--- src/rtl/csa_accum_sequencer.sv ---
// ---------------------------------------------------------------------------
// csa_accum_sequencer
//
// Multi-operand accumulation controller built around a 3:2 carry-save stage.
// A job is opened with start/num_terms. Unsigned terms then arrive over a
// valid/ready stream, one per cycle at most. Each term is folded into a
// redundant (sum, carry) pair without any carry propagation. When the last
// term has been folded, a single carry-propagate add resolves the pair. The
// result is then offered on a valid/ready output until it is taken. The sum
// wraps modulo 2^ACC_W and there is no overflow flag.
//
// Ports
//   clk        in   1      clock, rising edge
//   rst_n      in   1      synchronous reset, active-low (aborts any job)
//   start      in   1      begin a job; only looked at while idle
//   num_terms  in   CNT_W  number of terms in the job, captured with start
//   in_valid   in   1      in_data carries a term
//   in_ready   out  1      a term is accepted this cycle if in_valid is high
//   in_data    in   IN_W   unsigned term, zero-extended to ACC_W
//   out_valid  out  1      out_data holds the job result
//   out_ready  in   1      consumer takes the result
//   out_data   out  ACC_W  sum of all terms of the job, mod 2^ACC_W
//   busy       out  1      a job is in progress (any state but IDLE)
// ---------------------------------------------------------------------------
module csa_accum_sequencer #(
  parameter int IN_W  = 12,
  parameter int ACC_W = 20,
  parameter int CNT_W = 5
) (
  input  logic             clk,
  input  logic             rst_n,
  input  logic             start,
  input  logic [CNT_W-1:0] num_terms,
  input  logic             in_valid,
  output logic             in_ready,
  input  logic [IN_W-1:0]  in_data,
  output logic             out_valid,
  input  logic             out_ready,
  output logic [ACC_W-1:0] out_data,
  output logic             busy
);

  typedef enum logic [1:0] {
    IDLE    = 2'd0,
    ACCUM   = 2'd1,
    RESOLVE = 2'd2,
    DONE    = 2'd3
  } state_t;

  state_t           r_state;
  logic [ACC_W-1:0] r_s;
  logic [ACC_W-1:0] r_c;
  logic [CNT_W-1:0] r_cnt;
  logic [ACC_W-1:0] r_out_data;
  logic             r_in_ready;
  logic             r_out_valid;
  logic             r_busy;

  logic [ACC_W-1:0] w_x;
  logic [ACC_W-1:0] w_s_next;
  logic [ACC_W-1:0] w_c_next;
  logic             w_accept;

  // 3:2 compressor, sum output: bitwise parity of the three operands.
  function automatic logic [ACC_W-1:0] csa_sum(
    input logic [ACC_W-1:0] a,
    input logic [ACC_W-1:0] b,
    input logic [ACC_W-1:0] x
  );
    return a ^ b ^ x;
  endfunction

  // 3:2 compressor, carry output: bitwise majority moved up one weight.
  // The majority bit of the top position is the carry-out of the ACC_W-bit
  // word, so it is discarded to keep the accumulation modulo 2^ACC_W.
  function automatic logic [ACC_W-1:0] csa_carry(
    input logic [ACC_W-1:0] a,
    input logic [ACC_W-1:0] b,
    input logic [ACC_W-1:0] x
  );
    logic [ACC_W-1:0] maj;
    maj = (a & b) | (a & x) | (b & x);
    return {maj[ACC_W-2:0], 1'b0};
  endfunction

  // Carry-propagate resolution of the redundant pair, wrapping modulo 2^ACC_W.
  function automatic logic [ACC_W-1:0] resolve_add(
    input logic [ACC_W-1:0] a,
    input logic [ACC_W-1:0] b
  );
    return a + b;
  endfunction

  assign w_x      = ACC_W'(in_data);
  assign w_accept = in_valid & r_in_ready;
  assign w_s_next = csa_sum(r_s, r_c, w_x);
  assign w_c_next = csa_carry(r_s, r_c, w_x);

  // Control and datapath registers.
  // in_ready, out_valid and busy are registered. They are set on the edge
  // that enters the state they describe, so they never glitch. Because only
  // ACCUM raises in_ready and only DONE raises out_valid, the two are never
  // high together.
  always_ff @(posedge clk) begin
    if (!rst_n) begin
      r_state     <= IDLE;
      r_s         <= '0;
      r_c         <= '0;
      r_cnt       <= '0;
      r_out_data  <= '0;
      r_in_ready  <= 1'b0;
      r_out_valid <= 1'b0;
      r_busy      <= 1'b0;
    end else begin
      case (r_state)
        IDLE: begin
          if (start) begin
            r_s    <= '0;
            r_c    <= '0;
            r_cnt  <= num_terms;
            r_busy <= 1'b1;
            // An empty job skips straight to resolving the cleared pair,
            // which produces a result of zero.
            if (num_terms != '0) begin
              r_state    <= ACCUM;
              r_in_ready <= 1'b1;
            end else begin
              r_state <= RESOLVE;
            end
          end
        end

        ACCUM: begin
          if (w_accept) begin
            r_s   <= w_s_next;
            r_c   <= w_c_next;
            r_cnt <= r_cnt - CNT_W'(1);
            if (r_cnt == CNT_W'(1)) begin
              r_state    <= RESOLVE;
              r_in_ready <= 1'b0;
            end
          end
        end

        RESOLVE: begin
          r_out_data  <= resolve_add(r_s, r_c);
          r_out_valid <= 1'b1;
          r_state     <= DONE;
        end

        DONE: begin
          // A start seen in this cycle is deliberately not acted on. The
          // block only samples start once it is back in IDLE.
          if (out_ready) begin
            r_out_valid <= 1'b0;
            r_busy      <= 1'b0;
            r_state     <= IDLE;
          end
        end

        default: begin
          r_state     <= IDLE;
          r_in_ready  <= 1'b0;
          r_out_valid <= 1'b0;
          r_busy      <= 1'b0;
        end
      endcase
    end
  end

  assign in_ready  = r_in_ready;
  assign out_valid = r_out_valid;
  assign out_data  = r_out_data;
  assign busy      = r_busy;

endmodule

--- config.mk ---
export PLATFORM = sky130hd
export DESIGN_NAME = csa_accum_sequencer
export DESIGN_NICKNAME = d
export VERILOG_FILES = /design/src/rtl/csa_accum_sequencer.sv
export SDC_FILE = /design/constraint.sdc
export NUM_CORES = 1
export LEC_CHECK = 0
export BUFFER_PORTS_ARGS = -buffer_cell sky130_fd_sc_hd__buf_4
export CORE_MARGIN = 4
export CORE_UTILIZATION = 60
export CTS_BUF_LIST = sky130_fd_sc_hd__clkbuf_4 sky130_fd_sc_hd__clkbuf_8
export DETAILED_ROUTE_END_ITERATION = 16
export GPL_ROUTABILITY_DRIVEN = 0
export PLACE_DENSITY = 0.87
export SYNTH_ARGS = -nofsm -noshare
export SYNTH_HDL_FRONTEND = slang
export SYNTH_SLANG_ARGS = --single-unit
--- constraint.sdc ---
create_clock -name clk -period 4.9 [get_ports clk]
set_input_delay 0.49 -clock clk [delete_from_list [all_inputs] [get_ports clk]]
set_output_delay 0.49 -clock clk [all_outputs]
set_load 0.03 [all_outputs]
* After elaboration in Yosys (flattened, before gate mapping)
Index checks and enable logic that the tools add are counted.
** Word-level totals
- Output and inout port bits :: 23
- Word-level logic and storage cells :: 60
- Bits of input ports :: 22
- Register bits after elaboration :: 70
** Cells by class
- Bitwise logic cells :: 8
- Add/sub/neg operators :: 2
- Reductions and logical operators :: 10
- Mux-type cells :: 23
- Eq/ne operators :: 9
** Operators with widths (count)
- one-hot mux 20 bit (2 select lines) :: 2
- two-way mux 20 bit :: 3
- AND 19 x 12 -> 19 bit :: 2
- bitwise OR 19 bit :: 2
- adder 20 bit :: 1
- XOR 20 x 12 -> 20 bit :: 1
- XOR 20 bit :: 1
- AND 19 bit :: 1
- two-way mux 2 bit :: 5
- two-way mux 5 bit :: 2
- != test 2 bit (second input constant) :: 5
- one-hot mux 5 bit (2 select lines) :: 1
- one-hot mux 2 bit (4 select lines) :: 1
- two-way mux 1 bit :: 6
- one-hot mux 1 bit (2 select lines) :: 3
- AND reduction 3 bit :: 2
- nonzero test 2 bit :: 3
- == test 5 x 1 -> 1 bit (second input constant) :: 1
- AND reduction 5 bit :: 1
- nonzero test 5 bit :: 1
- subtractor 5 x 1 -> 5 bit (second input constant) :: 1
- == test 2 bit (second input constant) :: 2
- AND reduction 4 bit :: 1
- == test 2 x 1 -> 1 bit (second input constant) :: 1
- other kinds (3) :: 3

* Longest topological paths before layout
Gate-level depths: netlist (run 1).
- Depth in word-level cells :: 5
- Gate-level depth with buffers :: 9
- Depth with buffers taken out :: 9

* Worst setup path after synthesis (run 1)
OpenSTA, ideal clock, no wires.
- Path type :: reg-to-reg
- Start :: register r_s[1]
- End :: register r_out_data[17], in the netlist out_data[17]
- Data arrival time :: 2.035 ns
- Buffers on the path :: 0
- Stages on the path, launching flop included :: 10
- Path slack :: 2.737 ns
- Library setup time :: 0.128 ns
- Required time :: 4.772 ns
- Cells stage by stage :: dfxtp_1 > ha_1 > fa_1 > a211oi_2 > nor2_2 > a31oi_4 > o22ai_2 > a41oi_2 > or3_1 > o211ai_2
** On the way
- Longest elaborated chain between the ends :: 1
** Ends and longest elaborated chain
- from (decl) :: RTL line 51 : logic [ACC_W-1:0] r_s;
- from (signal assigned) :: RTL line 135 : r_s <= w_s_next;
- adder 20 bit :: RTL line 91 : return a + b;
- to (signal assigned) :: RTL line 146 : r_out_data <= resolve_add(r_s, r_c);
- to (decl) :: RTL line 54 : logic [ACC_W-1:0] r_out_data;
Every way passes these cells.
A chain may end at the register's enable or synchronous reset.

* Worst setup path in the final report (run 1)
- Start :: register r_state[1]
- End :: register r_s[19]
** On the way
- Longest elaborated chain between the ends :: 3
- Elaborated cells on any way between the ends :: 7
- Those cells by class :: 3 x eq/ne; 1 x mux; 3 x reduce/logical
** Ends and longest elaborated chain
- from (decl) :: RTL line 50 : state_t r_state;
- from (signal assigned) :: RTL line 106 : r_state <= IDLE;
- from (signal assigned) :: RTL line 125 : r_state <= ACCUM;
- from (signal assigned) :: RTL line 128 : r_state <= RESOLVE;
- == test 2 x 1 -> 1 bit / zero test 2 bit (equally long branches) :: RTL line 115 : case (r_state)
- != test 2 bit (no line) / nonzero test 2 bit (equally long branches)
- AND reduction 3 bit (no line)
Several ways; a longest one is shown, not always the timed one.

==> impl_results.html, run 1 <==
<table>
<tr><th>Metric</th><th>Value</th></tr>
<tr><th colspan="2">STA</th></tr>
<tr><td>RSZ-0062 raised after global routing</td><td>no</td></tr>
<tr><td>Slew at the pin closest to its max-slew limit</td><td>647.6 ps</td></tr>
<tr><td>Setup violations, final</td><td>0</td></tr>
<tr><td>Top achievable clock speed</td><td>0.4025 GHz</td></tr>
<tr><td>Endpoints failing hold</td><td>0</td></tr>
<tr><td>Max Slew Vio Count</td><td>0</td></tr>
<tr><td>Share of the clock period used by the worst path</td><td>0.5070</td></tr>
<tr><td>Final-layout worst hold slack</td><td>449.3 ps</td></tr>
<tr><td>Total negative setup slack</td><td>0 ps</td></tr>
<tr><td>Headroom to the max-slew limit</td><td>0.5683</td></tr>
<tr><td>Final critical delay including setup and external delays</td><td>2484 ps</td></tr>
<tr><td>Worst Skew</td><td>8.470 ps</td></tr>
<tr><th colspan="2">Route</th></tr>
<tr><td>Routed via count</td><td>3,424</td></tr>
<tr><td>Number of vias per cell after detailed routing</td><td>5.996</td></tr>
<tr><td>Pre-Repair DR Iteration Count</td><td>4</td></tr>
<tr><td>Remaining antenna violation count</td><td>0</td></tr>
<tr><td>Detail-routed net length per standard cell</td><td>15.40 µm</td></tr>
<tr><td>Wire length reported by the detailed router</td><td>8.792 mm</td></tr>
<tr><td>Initial DRC count</td><td>284</td></tr>
<tr><td>Count of unresolved DRC violations after routing</td><td>0</td></tr>
<tr><th colspan="2">Setup path</th></tr>
<tr><td>Cell chain of the critical path</td><td>inv_1 -&gt; ha_1 -&gt; buf_4 -&gt; nand3_1 -&gt; a21o_1 -&gt; buf_4 -&gt; nor3_1 -&gt; a21oi_1 -&gt; nor2b_1</td></tr>
<tr><td>Crit path launch type</td><td>flop</td></tr>
<tr><td>Crit path largest cell delay</td><td>520 ps</td></tr>
<tr><td>WP buf/inv</td><td>3</td></tr>
<tr><td>Arrival time reported for the critical path endpoint</td><td>2740 ps</td></tr>
<tr><td>Largest fanout on the critical path</td><td>48</td></tr>
<tr><td>Type of destination of the critical path</td><td>flop</td></tr>
<tr><td>Beginning of the worst register-to-register path</td><td>r_state[1]</td></tr>
<tr><td>Register-to-register path setup slack</td><td>2420 ps</td></tr>
<tr><td>Family of cells with the greatest summed delay on the critical path</td><td>buffers and inverters</td></tr>
<tr><td>Slowest CP cell</td><td>sky130_fd_sc_hd__a21o_1</td></tr>
<tr><td>Worst path most repeated cell</td><td>sky130_fd_sc_hd__buf_4</td></tr>
<tr><td>CP required</td><td>5150 ps</td></tr>
<tr><td>Path length in cells of the critical path</td><td>9</td></tr>
<tr><td>Number of cells traversed by the worst register-to-register path</td><td>9</td></tr>
<tr><td>Worst setup path category</td><td>reg -&gt; reg</td></tr>
<tr><td>Endpoint of the worst register-to-register path</td><td>r_s[19]</td></tr>
<tr><th colspan="2">Place</th></tr>
<tr><td>DP Area</td><td>4358 µm²</td></tr>
<tr><td>Port Buffers</td><td>44</td></tr>
<tr><td>Post-DP HPWL</td><td>6.021 mm</td></tr>
<tr><th colspan="2">Synth</th></tr>
<tr><td>Cells after synthesis</td><td>463</td></tr>
<tr><td>Count of flip-flops with a built-in enable after synthesis</td><td>0</td></tr>
<tr><td>Count of unique library cells instantiated by Yosys</td><td>56</td></tr>
<tr><td>Average size of a mapped cell</td><td>8.675 µm²</td></tr>
<tr><td>Share of synthesized registers carrying an async set or reset</td><td>0</td></tr>
<tr><td>Total standard cell area after synthesis</td><td>4016 µm²</td></tr>
<tr><td>Post-synthesis cell type with the largest combined area</td><td>sky130_fd_sc_hd__dfxtp_1</td></tr>
<tr><td>Ys flop type</td><td>sky130_fd_sc_hd__dfxtp_1</td></tr>
<tr><td>Share of Yosys cell area claimed by the top area cell type</td><td>0.3439</td></tr>
<tr><td>Number of warnings printed during yosys synthesis</td><td>0</td></tr>
<tr><td>Number of synthesized register bits</td><td>69</td></tr>
<tr><td>Net count after synthesis</td><td>523</td></tr>
<tr><td>Cell types occupying the most area after synthesis</td><td>sky130_fd_sc_hd__dfxtp_1 34%, sky130_fd_sc_hd__ha_1 8.1%, sky130_fd_sc_hd__a21boi_0 7.5%</td></tr>
<tr><td>Sequential fraction of the synthesis area</td><td>0.3439</td></tr>
<tr><th colspan="2">Run status</th></tr>
<tr><td>Result of the run</td><td>finished clean</td></tr>
<tr><th colspan="2">Finish</th></tr>
<tr><td>Layout net count</td><td>552</td></tr>
<tr><td>Final core utilization</td><td>0.7023</td></tr>
<tr><td>Ratio of cells with drive above 1 in the final layout</td><td>0.1559</td></tr>
<tr><td>Multi-input logic area</td><td>2475 µm²</td></tr>
<tr><td>Storage element area</td><td>1381 µm²</td></tr>
<tr><td>Fillcell total</td><td>511</td></tr>
<tr><td>Synthesis-to-layout area growth</td><td>12.31%</td></tr>
<tr><td>Fin area</td><td>4511 µm²</td></tr>
<tr><td>Count of antenna diodes in the layout</td><td>0</td></tr>
<tr><th colspan="2">Die</th></tr>
<tr><td>Die area</td><td>8067 µm²</td></tr>
<tr><td>Initial core utilization</td><td>0.6254</td></tr>
<tr><td>Die Y</td><td>89.82 µm</td></tr>
<tr><td>Number of cell rows</td><td>29</td></tr>
<tr><td># IOs</td><td>45</td></tr>
<tr><td>Core region area</td><td>6422 µm²</td></tr>
<tr><td>Die boundary width</td><td>89.82 µm</td></tr>
<tr><th colspan="2">Flow run</th></tr>
<tr><td>Max-capacitance violation count</td><td>0</td></tr>
<tr><th colspan="2">Clock network</th></tr>
<tr><td>Htree depth</td><td>3</td></tr>
<tr><td>Num CTS Buffers</td><td>9</td></tr>
<tr><td>Worst skew pair latency</td><td>350 ps</td></tr>
<tr><td>TritonCTS clock tree</td><td>done</td></tr>
<tr><td>Buffer levels on the longest clock path</td><td>2</td></tr>
<tr><td>Clock slew at the register clock pins of the worst setup and hold paths</td><td>70 ps</td></tr>
<tr><td>Count of clock tree sinks</td><td>69</td></tr>
<tr><td>Post-CTS Hold Fix Bufs</td><td>0</td></tr>
<tr><td>Root buffer selected by CTS</td><td>sky130_fd_sc_hd__clkbuf_8</td></tr>
<tr><td>Post-CTS setup-driven buffer insertion count</td><td>0</td></tr>
<tr><td>Number of gates given a new drive strength after cts</td><td>0</td></tr>
<tr><th colspan="2">Global route</th></tr>
<tr><td>Total global routing overflow</td><td>0</td></tr>
<tr><td>Number of antenna violations at the first check in global routing</td><td>0</td></tr>
<tr><td>Pin count of the biggest net entering global routing</td><td>80</td></tr>
<tr><td>Global-route usage over all layers</td><td>0.2230</td></tr>
<tr><td>Vias in the first global route</td><td>3,227</td></tr>
<tr><td>Wire length of the first global-routing pass</td><td>14.94 mm</td></tr>
<tr><th colspan="2">Pwr</th></tr>
<tr><td>Design Power</td><td>1.843 mW</td></tr>
<tr><td>Maximum vdd ir drop</td><td>0.2843 mV</td></tr>
<tr><td>Leakage power total</td><td>1.735 nW</td></tr>
<tr><td>Power density over cell area</td><td>408.6 nW/µm²</td></tr>
<tr><th colspan="2">Hold path</th></tr>
<tr><td>Type of the most critical hold path</td><td>in -&gt; reg</td></tr>
<tr><td>Hold path startpoint</td><td>out_ready</td></tr>
<tr><td>Hold Crit Endpoint</td><td>busy</td></tr>
<tr><td>Number of cells traversed by the worst hold path</td><td>4</td></tr>
</table>
[power by group]
group	total (mW)	leakage [nW]	switching [mW]	internal [mW]
sequential	0.673	0.558	0.0508	0.622
clock	0.391	0.0836	0.205	0.186
combinational	0.778	1.09	0.535	0.244
[worst register-to-register path, cell delays in order (launching register included)]
cell and delay, ps:
sky130_fd_sc_hd__dfxtp_1 370, sky130_fd_sc_hd__inv_1 100, sky130_fd_sc_hd__ha_1 210, sky130_fd_sc_hd__buf_4 290, sky130_fd_sc_hd__nand3_1 210, sky130_fd_sc_hd__a21o_1 520, sky130_fd_sc_hd__buf_4 410, sky130_fd_sc_hd__nor3_1 100
sky130_fd_sc_hd__a21oi_1 120, sky130_fd_sc_hd__nor2b_1 50
[cell usage in the layout (no fill, tap or decap), types with 2 or more instances in the layout]
cell / n
sky130_fd_sc_hd__clkinv_2: 3
sky130_fd_sc_hd__xnor2_1: 11
sky130_fd_sc_hd__o21bai_1: 2
sky130_fd_sc_hd__clkbuf_8: 10
sky130_fd_sc_hd__nor3_1: 6
sky130_fd_sc_hd__o211a_1: 2
sky130_fd_sc_hd__o211ai_1: 2
sky130_fd_sc_hd__nor2b_1: 21
sky130_fd_sc_hd__dfxtp_1: 69
sky130_fd_sc_hd__nand2_1: 61
sky130_fd_sc_hd__nand4_1: 6
sky130_fd_sc_hd__inv_1: 11
sky130_fd_sc_hd__a22oi_1: 2
sky130_fd_sc_hd__a21boi_0: 40
sky130_fd_sc_hd__or3_1: 2
sky130_fd_sc_hd__buf_4: 48
sky130_fd_sc_hd__ha_1: 26
sky130_fd_sc_hd__nand3b_1: 3
sky130_fd_sc_hd__o21ai_0: 22
sky130_fd_sc_hd__a31oi_1: 2
sky130_fd_sc_hd__nor2_1: 13
sky130_fd_sc_hd__o21a_1: 2
sky130_fd_sc_hd__o21ai_1: 3
sky130_fd_sc_hd__and2_1: 5
sky130_fd_sc_hd__fa_1: 12
sky130_fd_sc_hd__mux2i_1: 12
sky130_fd_sc_hd__nand3_1: 48
sky130_fd_sc_hd__a21oi_2: 2
sky130_fd_sc_hd__a21oi_1: 20
sky130_fd_sc_hd__a21o_1: 3
[how the worst max path moves through the flow]
stage	start	endpoint	slack, ps
after global routing	r_state[1]	r_c[12]	2170
after CTS	r_state[1]	r_s[19]	2440
final	r_state[1]	r_s[19]	2420
after detailed placement	r_state[1]	r_s[19]	2450
after floorplan	r_s[1]	out_data[17]	2740
after global placement	r_state[1]	r_s[19]	2560
[state kept, by name, summed over array words and instances (netlist names)]
signal / flops
r_state: 2
out_data: 20
r_s: 20
busy: 1
r_cnt: 5
out_valid: 1
r_c: 19
in_ready: 1
[synth_stat cells, types with 2 or more instances]
cell type,count
sky130_fd_sc_hd__dfxtp_1,69
sky130_fd_sc_hd__clkbuf_1,22
sky130_fd_sc_hd__nor3_1,6
sky130_fd_sc_hd__nand3b_1,3
sky130_fd_sc_hd__nor2_1,13
sky130_fd_sc_hd__a21boi_0,40
sky130_fd_sc_hd__nand3_1,48
sky130_fd_sc_hd__a21oi_1,21
sky130_fd_sc_hd__nand2_1,61
sky130_fd_sc_hd__o21ai_0,22
sky130_fd_sc_hd__o21bai_1,2
sky130_fd_sc_hd__xnor2_1,11
sky130_fd_sc_hd__nand4_1,6
sky130_fd_sc_hd__a22oi_1,2
sky130_fd_sc_hd__o211a_1,2
sky130_fd_sc_hd__fa_1,12
sky130_fd_sc_hd__o21a_1,2
sky130_fd_sc_hd__buf_2,4
sky130_fd_sc_hd__o211ai_1,2
sky130_fd_sc_hd__a21o_1,3
sky130_fd_sc_hd__a31oi_1,2
sky130_fd_sc_hd__ha_1,26
sky130_fd_sc_hd__mux2i_1,12
sky130_fd_sc_hd__o21ai_1,3
sky130_fd_sc_hd__buf_1,3
sky130_fd_sc_hd__or3_1,2
sky130_fd_sc_hd__inv_1,11
sky130_fd_sc_hd__and2_1,5
sky130_fd_sc_hd__nor2b_1,21
[metal layers]
layer	part of all wire	GRT usage	vias up
met5	0	0	-
met4	0.022	0.09834	0
met3	0.067	0.05927	17
met2	0.47	0.3590	114
met1	0.44	0.2820	1614
li1	-	-	1679
[area by class of cell]
| class | instances | share of cell area |
|---|---|---|
| multi-input combinational | 352 | 0.5487 |
| clock inverter | 3 | 0.003329 |
| inverter | 12 | 0.009986 |
| tap | 77 | 0.02136 |
| sequential | 69 | 0.3062 |
| timing repair buffer | 48 | 0.07989 |
| clock buffer | 10 | 0.03051 |
[kinds of logic after synthesis]
family | synth area share
compound gates | 0.2202
xor+xnor | 0.02617
fa+ha+maj | 0.1408
buf+inv | 0.04081
flops | 0.3439
mux | 0.02991
simple gates | 0.1981
[through the flow]
step                instances  setup slack [ps]
floorplan                 463              2737
global placement          558              2562
detailed placement        558              2447
CTS                       571              2441
global route              571              2167
finish                    571              2416
Power figures use the tool's default switching activity.
==> run 2: changes to the inputs <==
--- a/config.mk
+++ b/config.mk
@@ -7,11 +7,11 @@
 export LEC_CHECK = 0
 export BUFFER_PORTS_ARGS = -buffer_cell sky130_fd_sc_hd__buf_4
 export CORE_MARGIN = 4
-export CORE_UTILIZATION = 60
+export CORE_UTILIZATION = 55
 export CTS_BUF_LIST = sky130_fd_sc_hd__clkbuf_4 sky130_fd_sc_hd__clkbuf_8
 export DETAILED_ROUTE_END_ITERATION = 16
 export GPL_ROUTABILITY_DRIVEN = 0
-export PLACE_DENSITY = 0.87
+export PLACE_DENSITY = 0.85
 export SYNTH_ARGS = -nofsm -noshare
 export SYNTH_HDL_FRONTEND = slang
 export SYNTH_SLANG_ARGS = --single-unit
==> constraint.sdc (replaced) <==
create_clock -name clk -period 2 [get_ports clk]
set_input_delay 0.2 -clock clk [delete_from_list [all_inputs] [get_ports clk]]
set_output_delay 0.2 -clock clk [all_outputs]
set_load 0.03 [all_outputs]
==> impl_results.html, run 2 (synthesized netlist as in run 1, its figures left out) <==
<table>
<tr><th>Metric</th><th>Value</th></tr>
<tr><th colspan="2">STA</th></tr>
<tr><td>Top achievable clock speed</td><td>0.4837 GHz (was 0.4025 GHz)</td></tr>
<tr><td>Total negative setup slack</td><td>-197.8 ps (was 0 ps)</td></tr>
<tr><td>Setup violations, final</td><td>5 (was 0)</td></tr>
<tr><td>Final critical delay including setup and external delays</td><td>2068 ps (was 2484 ps)</td></tr>
<tr><td>Max Slew Vio Count</td><td>0 (unchanged)</td></tr>
<tr><td>Worst Skew</td><td>7.688 ps (was 8.470 ps)</td></tr>
<tr><td>Final worst setup slack</td><td>-67.56 ps (was 2416 ps)</td></tr>
<tr><td>Slew at the pin closest to its max-slew limit</td><td>473.4 ps (was 647.6 ps)</td></tr>
<tr><td>Endpoints failing hold</td><td>0 (unchanged)</td></tr>
<tr><td>RSZ-0062 raised after global routing</td><td>yes (was no)</td></tr>
<tr><td>Headroom to the max-slew limit</td><td>0.6811 (was 0.5683)</td></tr>
<tr><td>Share of the clock period used by the worst path</td><td>1.034 (was 0.5070)</td></tr>
<tr><th colspan="2">Route</th></tr>
<tr><td>Initial DRC count</td><td>210 (was 284)</td></tr>
<tr><td>Pre-Repair DR Iteration Count</td><td>5 (was 4)</td></tr>
<tr><td>Remaining antenna violation count</td><td>0 (unchanged)</td></tr>
<tr><td>Count of unresolved DRC violations after routing</td><td>0 (unchanged)</td></tr>
<tr><td>Detail-routed net length per standard cell</td><td>15.68 µm (was 15.40 µm)</td></tr>
<tr><td>Wire length reported by the detailed router</td><td>9.785 mm (was 8.792 mm)</td></tr>
<tr><td>Number of vias per cell after detailed routing</td><td>5.819 (was 5.996)</td></tr>
<tr><td>Routed via count</td><td>3,631 (was 3,424)</td></tr>
<tr><th colspan="2">Global route</th></tr>
<tr><td>Wire length of the first global-routing pass</td><td>16.52 mm (was 14.94 mm)</td></tr>
<tr><td>Vias in the first global route</td><td>3,566 (was 3,227)</td></tr>
<tr><td>Grt peak-use layer</td><td>met2 (unchanged)</td></tr>
<tr><td>Number of antenna violations at the first check in global routing</td><td>0 (unchanged)</td></tr>
<tr><td>M3 GR Usage</td><td>0.02896 (was 0.05927)</td></tr>
<tr><td>Pin count of the biggest net entering global routing</td><td>55 (was 80)</td></tr>
<tr><td>Global-route usage over all layers</td><td>0.2340 (was 0.2230)</td></tr>
<tr><td>Met1 capacity usage during global routing</td><td>0.2944 (was 0.2820)</td></tr>
<tr><td>Total global routing overflow</td><td>0 (unchanged)</td></tr>
<tr><td>Grt met2 use</td><td>0.4044 (was 0.3590)</td></tr>
<tr><th colspan="2">Pwr</th></tr>
<tr><td>Maximum vdd ir drop</td><td>0.8202 mV (was 0.2843 mV)</td></tr>
<tr><td>Sw Pwr</td><td>2.085 mW (was 790.7 µW)</td></tr>
<tr><td>Logic pwr share</td><td>0.475 (was 0.422)</td></tr>
<tr><td>Relative contribution of sequential cells to total power</td><td>0.324 (was 0.365)</td></tr>
<tr><td>Design Power</td><td>5.095 mW (was 1.843 mW)</td></tr>
<tr><td>Internal Power</td><td>3.010 mW (was 1.052 mW)</td></tr>
<tr><td>Leakage power total</td><td>1.974 nW (was 1.735 nW)</td></tr>
<tr><td>Clock network power share</td><td>0.200 (was 0.212)</td></tr>
<tr><td>Power density over cell area</td><td>1020 nW/µm² (was 408.6 nW/µm²)</td></tr>
<tr><td>Switching power share of the total</td><td>0.4092 (was 0.4291)</td></tr>
<tr><th colspan="2">Setup path</th></tr>
<tr><td>WP buf/inv</td><td>0 (was 3)</td></tr>
<tr><td>Cell chain of the critical path</td><td>ha_4 -&gt; fa_2 -&gt; a211oi_2 -&gt; nor2_2 -&gt; a31oi_4 -&gt; o22ai_4 -&gt; a41oi_2 -&gt; or3_1 -&gt; o211ai_2 (was inv_1 -&gt; ha_1 -&gt; buf_4 -&gt; nand3_1 -&gt; a21o_1 -&gt; buf_4 -&gt; nor3_1 -&gt; a21oi_1 -&gt; nor2b_1)</td></tr>
<tr><td>Crit path largest cell delay</td><td>360 ps (was 520 ps)</td></tr>
<tr><td>Crit path launch type</td><td>flop (unchanged)</td></tr>
<tr><td>Worst setup path category</td><td>reg -&gt; reg (unchanged)</td></tr>
<tr><td>Slowest CP cell</td><td>sky130_fd_sc_hd__fa_2 (was sky130_fd_sc_hd__a21o_1)</td></tr>
<tr><td>Type of destination of the critical path</td><td>flop (unchanged)</td></tr>
<tr><td>Arrival time reported for the critical path endpoint</td><td>2300 ps (was 2740 ps)</td></tr>
<tr><td>CP required</td><td>2230 ps (was 5150 ps)</td></tr>
<tr><td>Family of cells with the greatest summed delay on the critical path</td><td>compound AO/OA/AOI/OAI gates (was buffers and inverters)</td></tr>
<tr><td>Largest fanout on the critical path</td><td>4 (was 48)</td></tr>
<tr><th colspan="2">Clock network</th></tr>
<tr><td>Root buffer selected by CTS</td><td>sky130_fd_sc_hd__clkbuf_8 (unchanged)</td></tr>
<tr><td>Clock slew at the register clock pins of the worst setup and hold paths</td><td>70 ps (about the same)</td></tr>
<tr><td>Buffer levels on the longest clock path</td><td>2 (unchanged)</td></tr>
<tr><td>Post-CTS Hold Fix Bufs</td><td>0 (unchanged)</td></tr>
<tr><td>TritonCTS clock tree</td><td>done (unchanged)</td></tr>
<tr><td>Htree depth</td><td>3 (unchanged)</td></tr>
<tr><td>Worst skew pair latency</td><td>350 ps (about the same)</td></tr>
<tr><td>Num CTS Buffers</td><td>9 (unchanged)</td></tr>
<tr><td>Count of clock tree sinks</td><td>69 (unchanged)</td></tr>
<tr><th colspan="2">Finish</th></tr>
<tr><td>Final core utilization</td><td>0.7193 (was 0.7023)</td></tr>
<tr><td>Ratio of cells with drive above 1 in the final layout</td><td>0.2481 (was 0.1559)</td></tr>
<tr><td>Commonest cells after routing, fill and taps aside</td><td>75 x sky130_fd_sc_hd__buf_4, 63 x sky130_fd_sc_hd__dfxtp_1, 61 x sky130_fd_sc_hd__nand2_1 (was 69 x sky130_fd_sc_hd__dfxtp_1, 61 x sky130_fd_sc_hd__nand2_1, 48 x sky130_fd_sc_hd__nand3_1, 48 x sky130_fd_sc_hd__buf_4, 40 x sky130_fd_sc_hd__a21boi_0)</td></tr>
<tr><td>Count of antenna diodes in the layout</td><td>0 (unchanged)</td></tr>
<tr><td>Synthesis-to-layout area growth</td><td>24.36% (was 12.31%)</td></tr>
<tr><td>Multi-input logic area</td><td>2589 µm² (was 2475 µm²)</td></tr>
<tr><td>Layout net count</td><td>585 (was 552)</td></tr>
<tr><td>Fillcell total</td><td>520 (was 511)</td></tr>
<tr><td>Storage element area</td><td>1389 µm² (was 1381 µm²)</td></tr>
<tr><td>Leading cell type in the layout, fill and taps excluded</td><td>sky130_fd_sc_hd__buf_4 (was sky130_fd_sc_hd__dfxtp_1)</td></tr>
<tr><th colspan="2">Run status</th></tr>
<tr><td>Violated checks</td><td>negative setup slack</td></tr>
<tr><td>Result of the run</td><td>finished, violations left (was finished clean)</td></tr>
<tr><th colspan="2">Die</th></tr>
<tr><td>Number of cell rows</td><td>30 (was 29)</td></tr>
<tr><td># IOs</td><td>45 (unchanged)</td></tr>
<tr><td>Die boundary width</td><td>93.46 µm (was 89.82 µm)</td></tr>
<tr><td>Initial core utilization</td><td>0.5784 (was 0.6254)</td></tr>
<tr><td>Core region area</td><td>6944 µm² (was 6422 µm²)</td></tr>
<tr><td>Die area</td><td>8734 µm² (was 8067 µm²)</td></tr>
<tr><td>Die Y</td><td>93.46 µm (was 89.82 µm)</td></tr>
<tr><th colspan="2">Hold path</th></tr>
<tr><td>Type of the most critical hold path</td><td>in -&gt; reg (unchanged)</td></tr>
<tr><th colspan="2">Place</th></tr>
<tr><td>Post-DP HPWL</td><td>6.927 mm (was 6.021 mm)</td></tr>
<tr><td>Port Buffers</td><td>44 (unchanged)</td></tr>
<tr><th colspan="2">Flow run</th></tr>
<tr><td>Max-capacitance violation count</td><td>0 (unchanged)</td></tr>
</table>
==> run 2: cell count changes in the layout (fill, tap and decap cells not counted), sizes merged <==
cell	change
clkbuf	+2
clkinv	-1
buf	+33
==> run 2: final timing paths <==
| check | start | endpoint | slack, ps | cells past startpoint |
|---|---|---|---|---|
| setup / recovery | r_c[1] | out_data[17] | -70 | 9 |
| hold / removal | out_ready | busy | 170 | 4 |
| setup reg to reg | r_c[1] | out_data[17] | -70 | 9 |
| hold reg to reg | out_data[18] | out_data[18] | 450 | 2 |
==> run 2: area by class of cell <==
class | instances | share of cell area
repair buffers | 81 | 0.1368
multi-input cells | 352 | 0.5183
flip-flops and latches | 69 | 0.2781
inverters | 12 | 0.009018
clock buffers | 12 | 0.03181
well taps | 96 | 0.02405
clock inverters | 2 | 0.002004
==> run 2: power by group through the flow <==
| stage | Sequential, mW | Combinational, mW | Clock [mW] |
|---|---|---|---|
| 4_1_cts | 1.65 | 2.39 | 1.03 |
| 3_3_place_gp | 1.66 | 2.29 | 0 |
| 2_1_floorplan | 1.74 | 1.34 | 0 |
| 6_report | 1.65 | 2.42 | 1.02 |
| 3_5_place_dp | 1.68 | 2.37 | 0 |
| 5_1_grt | 1.67 | 2.62 | 1.09 |
==> run 2: worst reg2reg max path: stages (launching register included) <==
cell and delay (ps):
sky130_fd_sc_hd__dfxtp_2 340, sky130_fd_sc_hd__ha_4 160, sky130_fd_sc_hd__fa_2 360, sky130_fd_sc_hd__a211oi_2 210, sky130_fd_sc_hd__nor2_2 80, sky130_fd_sc_hd__a31oi_4 190, sky130_fd_sc_hd__o22ai_4 120, sky130_fd_sc_hd__a41oi_2 220
sky130_fd_sc_hd__or3_1 180, sky130_fd_sc_hd__o211ai_2 80
==> run 2: metrics by stage <==
| stage | instance area, µm² | worst slack, ps | std cells | hold slack, ps |
|---|---|---|---|---|
| final | 4995 | -67.56 | 624 | 173.9 |
| after global routing | 4995 | -138.3 | 624 | 225.3 |
| after CTS | 4959 | -82.71 | 623 | 172.4 |
| after detailed placement | 4707 | -96.11 | 608 | 446.9 |
| after global placement | 4707 | -27.70 | 608 | 440.7 |
| after floorplan | 4034 | -8.435 | 463 | 404.8 |
==> run 2: what timing repair did <==
item / in CTS / in global routing
pin swaps: 13 / 4
gates cloned: 0 / 0
gates resized for setup: 16 / 7
endpoints found under the setup margin: 11 / 12
endpoints found under the hold margin: 0 / 0
buffers inserted: 1 / 1
==> run 2: routing by layer <==
metal  share of wire  routed length [µm]
met1            0.43                4249
met2            0.50                4865
met3           0.048                 470
met4           0.020                 199
met5               0                   0
==> run 3: changes to the inputs <==
--- a/config.mk
+++ b/config.mk
@@ -12,6 +12,7 @@
 export DETAILED_ROUTE_END_ITERATION = 16
 export GPL_ROUTABILITY_DRIVEN = 0
 export PLACE_DENSITY = 0.85
+export RECOVER_POWER = 100
 export SYNTH_ARGS = -nofsm -noshare
 export SYNTH_HDL_FRONTEND = slang
 export SYNTH_SLANG_ARGS = --single-unit
==> impl_results.html, run 3 (synthesized netlist as in run 1, its figures left out) <==
<table>
<tr><th>Metric</th><th>Value</th></tr>
<tr><th colspan="2">Finish</th></tr>
<tr><td>Ratio of cells with drive above 1 in the final layout</td><td>0.2008 (was 0.2481)</td></tr>
<tr><td>Commonest cells after routing, fill and taps aside</td><td>63 x sky130_fd_sc_hd__dfxtp_1, 61 x sky130_fd_sc_hd__nand2_1, 52 x sky130_fd_sc_hd__buf_4 (was 75 x sky130_fd_sc_hd__buf_4, 63 x sky130_fd_sc_hd__dfxtp_1, 61 x sky130_fd_sc_hd__nand2_1)</td></tr>
<tr><td>Leading cell type in the layout, fill and taps excluded</td><td>sky130_fd_sc_hd__dfxtp_1 (was sky130_fd_sc_hd__buf_4)</td></tr>
<tr><td>Layout net count</td><td>585 (unchanged)</td></tr>
<tr><td>Synthesis-to-layout area growth</td><td>21.34% (was 24.36%)</td></tr>
<tr><td>Fillcell total</td><td>555 (was 520)</td></tr>
<tr><td>Count of antenna diodes in the layout</td><td>0 (unchanged)</td></tr>
<tr><th colspan="2">STA</th></tr>
<tr><td>Endpoints failing hold</td><td>0 (unchanged)</td></tr>
<tr><td>Top achievable clock speed</td><td>0.4818 GHz (was 0.4837 GHz)</td></tr>
<tr><td>Headroom to the max-slew limit</td><td>0.6101 (was 0.6811)</td></tr>
<tr><td>Share of the clock period used by the worst path</td><td>1.038 (was 1.034)</td></tr>
<tr><td>Final worst setup slack</td><td>-75.64 ps (was -67.56 ps)</td></tr>
<tr><td>Worst Skew</td><td>9.801 ps (was 7.688 ps)</td></tr>
<tr><td>RSZ-0062 raised after global routing</td><td>yes (unchanged)</td></tr>
<tr><td>Setup violations, final</td><td>5 (unchanged)</td></tr>
<tr><td>Slew at the pin closest to its max-slew limit</td><td>584.8 ps (was 473.4 ps)</td></tr>
<tr><td>Max Slew Vio Count</td><td>0 (unchanged)</td></tr>
<tr><td>Final critical delay including setup and external delays</td><td>2076 ps (was 2068 ps)</td></tr>
<tr><td>Total negative setup slack</td><td>-185.3 ps (was -197.8 ps)</td></tr>
<tr><th colspan="2">Global route</th></tr>
<tr><td>Pin count of the biggest net entering global routing</td><td>55 (unchanged)</td></tr>
<tr><td>Number of antenna violations at the first check in global routing</td><td>0 (unchanged)</td></tr>
<tr><td>Total global routing overflow</td><td>0 (unchanged)</td></tr>
<tr><td>Global-route usage over all layers</td><td>0.2340 (unchanged)</td></tr>
<tr><td>Wire length of the first global-routing pass</td><td>16.52 mm (unchanged)</td></tr>
<tr><td>Vias in the first global route</td><td>3,566 (unchanged)</td></tr>
<tr><th colspan="2">Pwr</th></tr>
<tr><td>Power density over cell area</td><td>1015 nW/µm² (was 1020 nW/µm²)</td></tr>
<tr><td>Maximum vdd ir drop</td><td>0.8051 mV (was 0.8202 mV)</td></tr>
<tr><td>Leakage power total</td><td>1.862 nW (was 1.974 nW)</td></tr>
<tr><th colspan="2">Die</th></tr>
<tr><td>Initial core utilization</td><td>0.5784 (unchanged)</td></tr>
<tr><td>Die area</td><td>8734 µm² (unchanged)</td></tr>
<tr><td>Die boundary width</td><td>93.46 µm (unchanged)</td></tr>
<tr><td>Core region area</td><td>6944 µm² (unchanged)</td></tr>
<tr><td># IOs</td><td>45 (unchanged)</td></tr>
<tr><td>Number of cell rows</td><td>30 (unchanged)</td></tr>
<tr><td>Die Y</td><td>93.46 µm (unchanged)</td></tr>
<tr><th colspan="2">Clock network</th></tr>
<tr><td>TritonCTS clock tree</td><td>done (unchanged)</td></tr>
<tr><td>Buffer levels on the longest clock path</td><td>2 (unchanged)</td></tr>
<tr><td>Clock slew at the register clock pins of the worst setup and hold paths</td><td>70 ps (about the same)</td></tr>
<tr><td>Root buffer selected by CTS</td><td>sky130_fd_sc_hd__clkbuf_8 (unchanged)</td></tr>
<tr><td>Htree depth</td><td>3 (unchanged)</td></tr>
<tr><td>Num CTS Buffers</td><td>9 (unchanged)</td></tr>
<tr><td>Count of clock tree sinks</td><td>69 (unchanged)</td></tr>
<tr><td>Worst skew pair latency</td><td>350 ps (about the same)</td></tr>
<tr><th colspan="2">Run status</th></tr>
<tr><td>Violated checks</td><td>negative setup slack (unchanged)</td></tr>
<tr><td>Result of the run</td><td>finished, violations left (unchanged)</td></tr>
<tr><th colspan="2">Setup path</th></tr>
<tr><td>CP required</td><td>2220 ps (was 2230 ps)</td></tr>
<tr><td>Type of destination of the critical path</td><td>flop (unchanged)</td></tr>
<tr><td>Beginning of the worst register-to-register path</td><td>r_c[1] (unchanged)</td></tr>
<tr><td>Register-to-register path setup slack</td><td>-80 ps (was -70 ps)</td></tr>
<tr><td>Number of cells traversed by the worst register-to-register path</td><td>9 (unchanged)</td></tr>
<tr><td>Crit path launch type</td><td>flop (unchanged)</td></tr>
<tr><td>Endpoint of the worst register-to-register path</td><td>out_data[17] (unchanged)</td></tr>
<tr><td>Arrival time reported for the critical path endpoint</td><td>2300 ps (about the same)</td></tr>
<tr><td>Largest fanout on the critical path</td><td>4 (unchanged)</td></tr>
<tr><td>Worst setup path category</td><td>reg -&gt; reg (unchanged)</td></tr>
<tr><th colspan="2">Hold path</th></tr>
<tr><td>Number of cells traversed by the worst hold path</td><td>4 (unchanged)</td></tr>
<tr><td>Hold Crit Endpoint</td><td>busy (unchanged)</td></tr>
<tr><td>Type of the most critical hold path</td><td>in -&gt; reg (unchanged)</td></tr>
<tr><td>Hold path startpoint</td><td>out_ready (unchanged)</td></tr>
<tr><th colspan="2">Route</th></tr>
<tr><td>Initial DRC count</td><td>209 (was 210)</td></tr>
<tr><td>Routed via count</td><td>3,611 (was 3,631)</td></tr>
<tr><td>Detail-routed net length per standard cell</td><td>15.70 µm (was 15.68 µm)</td></tr>
<tr><td>Count of unresolved DRC violations after routing</td><td>0 (unchanged)</td></tr>
<tr><td>Number of vias per cell after detailed routing</td><td>5.787 (was 5.819)</td></tr>
<tr><td>Pre-Repair DR Iteration Count</td><td>5 (unchanged)</td></tr>
<tr><td>Wire length reported by the detailed router</td><td>9.797 mm (was 9.785 mm)</td></tr>
<tr><td>Remaining antenna violation count</td><td>0 (unchanged)</td></tr>
<tr><th colspan="2">Flow run</th></tr>
<tr><td>Max-capacitance violation count</td><td>0 (unchanged)</td></tr>
<tr><th colspan="2">Place</th></tr>
<tr><td>Post-DP HPWL</td><td>6.927 mm (unchanged)</td></tr>
<tr><td>Port Buffers</td><td>44 (unchanged)</td></tr>
<tr><td>Worst setup timing slack at the placement stage</td><td>-96.11 ps (unchanged)</td></tr>
</table>
[run 3: cell types whose count changed in the layout (fill, tap and decap cells not counted), sizes merged]
cell | before | now
clkbuf | 12 | 37
buf | 81 | 56
[run 3: how the worst max path moves through the flow]
| stage | from | end | slack, ps | cells after the start |
|---|---|---|---|---|
| global placement | r_c[1] | out_data[13] | -30 | 9 |
| floorplan | r_c[1] | out_data[13] | -8 | 9 |
| detailed placement | r_s[2] | out_data[14] | -100 | 8 |
| global route | r_c[1] | out_data[17] | -140 | 9 |
| finish | r_c[1] | out_data[17] | -80 | 9 |
| CTS | r_c[1] | out_data[17] | -80 | 9 |
[run 3: area by class of cell]
type,instances,area [µm²],area share
Tap cell,96,120.1,0.02465
Inverter,12,45.04,0.009243
Multi-Input combinational cell,352,2585,0.5304
Sequential cell,69,1389,0.2850
Timing Repair Buffer,81,565.5,0.1160
Clock buffer,12,158.9,0.03261
Clock inverter,2,10.01,0.002054
[run 3: per-stage QoR]
stage	cells	area (µm²)	util	total power [mW]	hold slack, ps
floorplan	463	4034	-	3.084	404.8
global placement	608	4707	0.6778	3.957	440.7
detailed placement	608	4707	0.6778	4.049	446.9
CTS	623	4959	0.7141	5.074	172.4
global route	624	4873	0.7018	5.224	225.3
finish	624	4873	0.7018	4.946	175.7
[run 3: where the power goes]
part	internal, mW	switching, mW	total (mW)
Sequential	1.53	0.125	1.65
Combinational	0.842	1.43	2.27
Clock	0.514	0.506	1.02
[run 3: routing by layer]
metal,share of wire,wire length [µm],track usage
met4,0.020,192,0.09402
met5,0,0,0
met3,0.042,408,0.02896
met1,0.45,4364,0.2944
met2,0.49,4833,0.4044
[run 3: timing repair]
action | in CTS | in global routing
gates cloned | 0 | 0
buffers inserted | 1 | 1
setup endpoints to repair | 11 | 12
pin swaps | 13 | 4
hold buffers | 0 | 0
resized for setup | 16 | 7
[run 3: critical path, stage by stage (launching register included)]
cell	delay, ps
sky130_fd_sc_hd__dfxtp_2	340
sky130_fd_sc_hd__ha_4	160
sky130_fd_sc_hd__fa_2	350
sky130_fd_sc_hd__a211oi_2	210
sky130_fd_sc_hd__nor2_2	80
sky130_fd_sc_hd__a31oi_4	190
sky130_fd_sc_hd__o22ai_4	120
sky130_fd_sc_hd__a41oi_2	230
sky130_fd_sc_hd__or3_1	180
sky130_fd_sc_hd__o211ai_2	90
